==> src/rtl/clock_divider_multi_if.sv <==
// Control/status bundle for clock_divider_multi.
// master: programs enables and divisor writes and observes the outputs.
// slave : the divider itself.
// Signals: enable, div_wr, div_ch, div_val (to divider);
//          clk_out, tick, pending, wr_err (from divider).
interface clock_divider_multi_if #(
    parameter int unsigned CHANNELS  = 2,
    parameter int unsigned DIV_WIDTH = 16
);
    localparam int unsigned CH_W = (CHANNELS > 1) ? $clog2(CHANNELS) : 1;

    logic [CHANNELS-1:0]  enable;
    logic                 div_wr;
    logic [CH_W-1:0]      div_ch;
    logic [DIV_WIDTH-1:0] div_val;
    logic [CHANNELS-1:0]  clk_out;
    logic [CHANNELS-1:0]  tick;
    logic [CHANNELS-1:0]  pending;
    logic                 wr_err;

    modport master (
        output enable, div_wr, div_ch, div_val,
        input  clk_out, tick, pending, wr_err
    );

    modport slave (
        input  enable, div_wr, div_ch, div_val,
        output clk_out, tick, pending, wr_err
    );
endinterface

==> src/rtl/clock_divider_multi.sv <==
// Multi-channel 50%-duty clock divider with rising-edge tick strobes.
// Each channel divides clk_in by 2*N, where N is a runtime-programmable
// half-period divisor; new divisors are held pending and applied only at a
// half-period boundary so no runt pulses appear.
// Ports:
//   clk_in - sole clock, rising edge
//   reset  - synchronous, active-high
//   bus    - clock_divider_multi_if.slave (enable, div_wr/div_ch/div_val in;
//            clk_out, tick, pending, wr_err out, all registered)
module clock_divider_multi #(
    parameter int unsigned CHANNELS    = 2,
    parameter int unsigned DIV_WIDTH   = 16,
    parameter int unsigned DEFAULT_DIV = 5
) (
    input  logic                  clk_in,
    input  logic                  reset,
    clock_divider_multi_if.slave  bus
);
    localparam int unsigned CH_W = (CHANNELS > 1) ? $clog2(CHANNELS) : 1;
    localparam logic [DIV_WIDTH-1:0] DEF_DIV = DIV_WIDTH'(DEFAULT_DIV);

    logic [DIV_WIDTH-1:0] cnt        [CHANNELS];
    logic [DIV_WIDTH-1:0] active_div [CHANNELS];
    logic [DIV_WIDTH-1:0] pend_div   [CHANNELS];
    logic [CHANNELS-1:0]  clk_out_q;
    logic [CHANNELS-1:0]  tick_q;
    logic [CHANNELS-1:0]  pending_q;
    logic                 wr_err_q;

    logic                 wr_ok_c;
    logic                 wr_bad_c;
    logic [CHANNELS-1:0]  wrap_c;
    logic [CHANNELS-1:0]  wr_sel_c;

    // Write qualification and per-channel half-period boundary detection
    always_comb begin
        wr_ok_c  = 1'b0;
        wr_bad_c = 1'b0;
        wrap_c   = '0;
        wr_sel_c = '0;
        wr_ok_c  = bus.div_wr && (bus.div_val != '0) && (32'(bus.div_ch) < CHANNELS);
        wr_bad_c = bus.div_wr && !wr_ok_c;
        for (int i = 0; i < CHANNELS; i++) begin
            wrap_c[i]   = (cnt[i] == active_div[i] - DIV_WIDTH'(1));
            wr_sel_c[i] = wr_ok_c && (bus.div_ch == CH_W'(i));
        end
    end

    // Channel counters, output clocks, ticks and divisor bookkeeping
    always_ff @(posedge clk_in) begin
        if (reset) begin
            clk_out_q <= '0;
            tick_q    <= '0;
            pending_q <= '0;
            wr_err_q  <= 1'b0;
            for (int i = 0; i < CHANNELS; i++) begin
                cnt[i]        <= '0;
                active_div[i] <= DEF_DIV;
                pend_div[i]   <= DEF_DIV;
            end
        end else begin
            wr_err_q <= wr_bad_c;
            for (int i = 0; i < CHANNELS; i++) begin
                if (!bus.enable[i]) begin
                    cnt[i]       <= '0;
                    clk_out_q[i] <= 1'b0;
                    tick_q[i]    <= 1'b0;
                end else if (wrap_c[i]) begin
                    cnt[i]       <= '0;
                    clk_out_q[i] <= ~clk_out_q[i];
                    tick_q[i]    <= ~clk_out_q[i];
                    // Wrap consumes the pending value seen before any same-cycle write
                    if (pending_q[i]) begin
                        active_div[i] <= pend_div[i];
                        pending_q[i]  <= 1'b0;
                    end
                end else begin
                    cnt[i]    <= cnt[i] + DIV_WIDTH'(1);
                    tick_q[i] <= 1'b0;
                end
                // A same-cycle write wins over the clear above and stays pending
                if (wr_sel_c[i]) begin
                    pend_div[i]  <= bus.div_val;
                    pending_q[i] <= 1'b1;
                end
            end
        end
    end

    assign bus.clk_out = clk_out_q;
    assign bus.tick    = tick_q;
    assign bus.pending = pending_q;
    assign bus.wr_err  = wr_err_q;
endmodule
==> src/flat_wrapper.sv <==
// flat-port wrapper written by rule: the top's interface ports become plain ports
module clock_divider_multi_flat 
#(
    parameter int unsigned CHANNELS    = 2,
    parameter int unsigned DIV_WIDTH   = 16,
    parameter int unsigned DEFAULT_DIV = 5
)
  (clk_in, reset, bus_enable, bus_div_wr, bus_div_ch, bus_div_val, bus_clk_out, bus_tick, bus_pending, bus_wr_err);
  clock_divider_multi_if #(.CHANNELS(CHANNELS), .DIV_WIDTH(DIV_WIDTH)) bus_i ();
  input  logic clk_in;
  input  logic reset;
  input wire logic [$bits(bus_i.enable)-1:0] bus_enable;
  input wire logic [$bits(bus_i.div_wr)-1:0] bus_div_wr;
  input wire logic [$bits(bus_i.div_ch)-1:0] bus_div_ch;
  input wire logic [$bits(bus_i.div_val)-1:0] bus_div_val;
  output wire logic [$bits(bus_i.clk_out)-1:0] bus_clk_out;
  output wire logic [$bits(bus_i.tick)-1:0] bus_tick;
  output wire logic [$bits(bus_i.pending)-1:0] bus_pending;
  output wire logic [$bits(bus_i.wr_err)-1:0] bus_wr_err;
  assign bus_i.enable = bus_enable;
  assign bus_i.div_wr = bus_div_wr;
  assign bus_i.div_ch = bus_div_ch;
  assign bus_i.div_val = bus_div_val;
  assign bus_clk_out = bus_i.clk_out;
  assign bus_tick = bus_i.tick;
  assign bus_pending = bus_i.pending;
  assign bus_wr_err = bus_i.wr_err;
  clock_divider_multi #(.CHANNELS(CHANNELS), .DIV_WIDTH(DIV_WIDTH), .DEFAULT_DIV(DEFAULT_DIV)) u_core (.clk_in(clk_in), .reset(reset), .bus(bus_i));
endmodule
==> config.mk <==
export PLATFORM = sky130hd
export DESIGN_NAME = clock_divider_multi_flat
export DESIGN_NICKNAME = d
export VERILOG_FILES = /design/src/rtl/clock_divider_multi_if.sv /design/src/rtl/clock_divider_multi.sv /design/src/flat_wrapper.sv
export SDC_FILE = /design/constraint.sdc
export NUM_CORES = 1
export LEC_CHECK = 0
export ABC_AREA = 0
export CORE_MARGIN = 4
export CORE_UTILIZATION = 50
export DETAILED_ROUTE_END_ITERATION = 8
export PLACE_DENSITY = 0.68
export SLEW_MARGIN = 20
export SYNTH_ARGS = -nofsm -noshare
export SYNTH_HDL_FRONTEND = slang
export SYNTH_SLANG_ARGS = --single-unit
==> constraint.sdc <==
create_clock -name clk_in -period 5 [get_ports clk_in]
set_input_delay 0.75 -clock clk_in [delete_from_list [all_inputs] [get_ports clk_in]]
set_output_delay 0.75 -clock clk_in [all_outputs]
set_load 0.005 [all_outputs]
# Word-level counts from Yosys, hierarchy flattened
# Memories as Yosys holds them, arrays and structs flattened.
# Index checks and enable logic that the tools add are counted.
# totals
input_bits	22
regBits	7
ram_bits	96
n_memories	3
elab_cells	105
# op_classes
add_sub_neg	4
reduce_logical	16
muxes	56
bitwise_logic	17
n_eq_ne	2
# mem_list
name	depth	width	rd	rd_ports_with_merged_regs	wr	line	text
u_core.active_div	2	16	2	0	2	clock_divider_multi.sv:23	logic [DIV_WIDTH-1:0] active_div [CHANNELS];
u_core.cnt	2	16	2	0	2	clock_divider_multi.sv:22	logic [DIV_WIDTH-1:0] cnt [CHANNELS];
u_core.pend_div	2	16	2	0	2	clock_divider_multi.sv:24	logic [DIV_WIDTH-1:0] pend_div [CHANNELS];
# op_table
op	count
16-bit 2-to-1 mux	10
1-bit 2-to-1 mux	46
16-bit by 1-bit adder with 16-bit output, second input constant	2
16-bit == test	2
16-bit by 1-bit subtractor with 16-bit output, second input constant	2
16-bit nonzero test	1
1-bit OR	10
2-bit nonzero test	4
1-bit inverter	7
3-bit OR reduction	2
1-bit logical AND	4
2-bit AND reduction	2
2-bit OR reduction	2
1-bit logical NOT	1

# Depth between registers and ports, before layout
# depth
ltp_word	8
mapped_depth	11

# Worst setup path before layout
# No wires, ideal clock.
# synth_timing
kind	register to register
startpoint	mem u_core.active_div[0][0]
endpoint	mem u_core.active_div[1][0] (netlist: u_core.active_div[0][16]) (data pin)
path_stages_with_launch	12
required_time_ns	4.746
setup_ns	0.254
period_less_slack_ns	3.201
arrival_ns	2.947
setup_slack_ns	1.799
path_cell_list	edfxtp_1 inv_1 ha_1 or4b_1 buf_2 or4b_1 a21oi_1 or3_1 o211ai_1 or4_4 buf_2 a21o_1
# synth_rtl
element	line
from (decl)	clock_divider_multi.sv:23

==> impl_metrics.yaml <==
outcome:
  status: "finished, final reports clean"
clock_network:
  postCtsSetupRepairBufs: 0
  numCtsBuffers: 9
  cts_buffer_depth: 2
  ctsResizeCount: 0
  path_clk_slew_ps: 90
  postCtsHoldBufs: 0
  cts-root-buf: "clkbuf_8"
  clk_latency_ps: 370
  cts-htree-levels: 3
  tritoncts: "built"
  cts.sinks: 103
critical_path:
  critPathMaxFanout: 16
  arrival_ps: 3660
  r2r-start: "u_core.active_div[0][0]$_SDFFCE_PN1P_"
  rrSetupSlack_ps: 1350
  r2r_end: "u_core.active_div[0][15]$_SDFFCE_PN0P_"
  cp-end-kind: "register"
  crit_type: "register to register"
  start_kind: "register"
  r2r_cells: 9
  worstPathRequired_ps: 5010
timing:
  finalHoldWorstSlack_ps: 484
  fin_crit_ps: 3650
  hold_violations: 0
  setup_tns_ps: 0
  relSlewSlack: 0.526
  skew_ps: 11.9
  timing.final.crit_share: 0.729
  final_max_slew_viol_count: 0
  tightest_slew_ps: 710
  rsz0062_at_grt: "false"
  fmaxAchievable_mhz: 274
  finalSetupViolCount: 0
yosys:
  synth.ff_latch_count: 103
  synthXorXnorAreaFrac: 0.110
  yosys.area_share.simple: 0.193
  postSynth.asyncResetShare: 0
  ys_warn_count: 0
  synthFlopType: "edfxtp_1"
  synth_top_family_by_area: "simple AND/OR/NAND/NOR gates"
  syn_area_per_cell_um2: 11.3
  synth_compound_area_frac: 0.100
  synth-edff-count: 96
  ys_seq_area_frac: 0.559
  syn-cell-area_mm2: 0.00541
  synthAdderAreaFrac: 0.00925
  muxShareOfSynthArea: 0.00185
  syn_inst: 481
  synth.distinct_cells: 56
final_layout:
  drive_gt1_frac: 0.0466
  fin_util: 0.588
  final_nets: 558
  multiInputGateArea_mm2: 0.00236
  area_growth_pct: 13.2
  diodes: 0
  seq_area_mm2: 0.00302
  fillCellCount: 875
  final_cells: 673
detailed_routing:
  vias: 3641
  detail-route-antenna-nets: 0
  drc: 0
  vias_per_cell: 5.41
  wire_per_inst_um: 15.4
  first_iter_violations: 242
  finalWirelength_um: 10400
  firstDrtPassIters: 5
floorplanning:
  die_area_mm2: 0.0126
  row_count: 37
  ioPinCount: 29
  initial_core_util: 0.520
  fp.dieH_um: 112
  die_w_um: 112
  core_area_mm2: 0.0104
grt:
  grt_start_max_net_pins: 33
  antenna_found_initial: 0
  grt_pass1_vias: 3573
  grt_use_total: 0.177
  grt_overflow: 0
  grt_pass1_wl_um: 17800
power:
  power_w: 0.00173
  leakagePower_nw: 2.10
  max-vdd-ir-drop_v: 0.000222
  power_density_mw_per_mm2: 283
placed_design:
  dpl.hpwl_um: 7930
  place.gp.congestion: 0.899
  io_buffer_count: 28
  placed_cells: 657
hold_path:
  hold_end: "u_core.bus.tick[1]$_SDFF_PP0_"
  holdPathStages: 1
  hp-start: "u_core.bus.clk_out[1]$_SDFFE_PP0P_"
  hp-class: "register to register"
job:
  drv_cap: 0
## cells in the mapped netlist, types with 7 or more instances
| cell | number | area share |
|---|---|---|
| and2_1 | 19 | 0.022 |
| dfxtp_1 | 7 | 0.026 |
| edfxtp_1 | 96 | 0.53 |
| a21boi_1 | 28 | 0.039 |
| buf_2 | 7 | 0.0065 |
| clkbuf_1 | 14 | 0.0097 |
| xnor2_1 | 40 | 0.065 |
| nor3_1 | 11 | 0.010 |
| nand3_1 | 22 | 0.020 |
| inv_1 | 14 | 0.0097 |
| xor2_1 | 28 | 0.045 |
| nor4_1 | 12 | 0.014 |
| nand4_1 | 11 | 0.013 |
| nor2_1 | 61 | 0.042 |
| nand2_1 | 19 | 0.013 |
## cells in the final DEF (no fill, tap or decap), types with 4 or more instances in the layout
master / instances
nand2b_1: 4
o21ai_0: 5
clkdlybuf4s50_1: 28
xnor2_1: 40
dfxtp_1: 7
nor4_1: 12
nor3_1: 11
nor2_1: 61
nand2_1: 19
o211ai_1: 4
a21o_1: 6
conb_1: 32
xor2_1: 28
and3_1: 6
ha_1: 4
edfxtp_1: 96
a21oi_1: 6
clkbuf_8: 9
inv_1: 14
and2_1: 19
nand4_1: 11
nand3_1: 22
a21boi_1: 28
or3_1: 6
## stage by stage
step | setup WS, ps | instance area, um^2
after floorplan | 1800 | 5530
after global placement | 1480 | 5910
after detailed placement | 1360 | 5910
after CTS | 1340 | 6120
after global routing | 1120 | 6130
final | 1350 | 6130
## critical path, stage by stage (launching register included)
cell      delay [ps]
edfxtp_1         450
inv_1            100
ha_1             240
or4b_1           640
nor3_1           270
xnor2_1          130
nor4_1           350
nand3_1          140
nor3_1           390
a21o_1           590
## metal layers
metal	global-route usage	vias up	share of wire
li1	-	1830	-
met2	0.277	81	0.46
met5	0	-	0
met3	0.0334	13	0.039
met1	0.248	1717	0.49
met4	0.0601	0	0.016
## registers in the layout (all words and copies together), names as in the netlist
name / count
u_core.active_div: 32
u_core.bus.clk_out: 2
u_core.bus.pending: 2
u_core.bus.tick: 2
u_core.bus.wr_err: 1
u_core.cnt: 32
u_core.pend_div: 32
## worst max-delay path by stage
stage          slack [ps]                             startpoint  depth (start not counted)                                endpoint
6_report             1350  u_core.active_div[0][0]$_SDFFCE_PN1P_                          9  u_core.active_div[0][15]$_SDFFCE_PN0P_
3_3_place_gp         1480  u_core.active_div[0][0]$_SDFFCE_PN1P_                         10          u_core.cnt[0][8]$_SDFFCE_PN0P_
5_1_grt              1120  u_core.active_div[0][0]$_SDFFCE_PN1P_                          9  u_core.active_div[0][15]$_SDFFCE_PN0P_
4_1_cts              1340  u_core.active_div[0][0]$_SDFFCE_PN1P_                          9  u_core.active_div[0][15]$_SDFFCE_PN0P_
3_5_place_dp         1360  u_core.active_div[0][0]$_SDFFCE_PN1P_                          9  u_core.active_div[0][15]$_SDFFCE_PN0P_
2_1_floorplan        1800  u_core.active_div[0][0]$_SDFFCE_PN1P_                         11  u_core.active_div[0][16]$_SDFFCE_PN1P_
## final cells by class
| cell class | instances | area share |
|---|---|---|
| Inverter | 14 | 0.00858 |
| Clock inverter | 4 | 0.0127 |
| Tap cell | 136 | 0.0278 |
| Sequential cell | 103 | 0.493 |
| Multi-Input combinational cell | 373 | 0.386 |
| Clock buffer | 12 | 0.0221 |
| Timing Repair Buffer | 31 | 0.0494 |
## cell families (layout without fill, tap and decap cells)
family / after synthesis / after routing
buffers and inverters: 36 / 61
adders and majority gates: 4 / 4
muxes: 1 / 1
xor gates and xnor gates: 68 / 68
and+or+nand+nor: 195 / 195
AOI/OAI and AO/OA: 73 / 73
other: 1 / 32
DFF: 103 / 103
## power by group
part / switching, W / internal (W) / leakage (nW)
Sequential: 0.0000389 / 0.000991 / 1.02
Combinational: 0.0000683 / 0.0000659 / 0.971
Clock: 0.000280 / 0.000286 / 0.105
Total: 0.000388 / 0.00134 / 2.10
No activity file was read; power rests on OpenSTA's default activity.
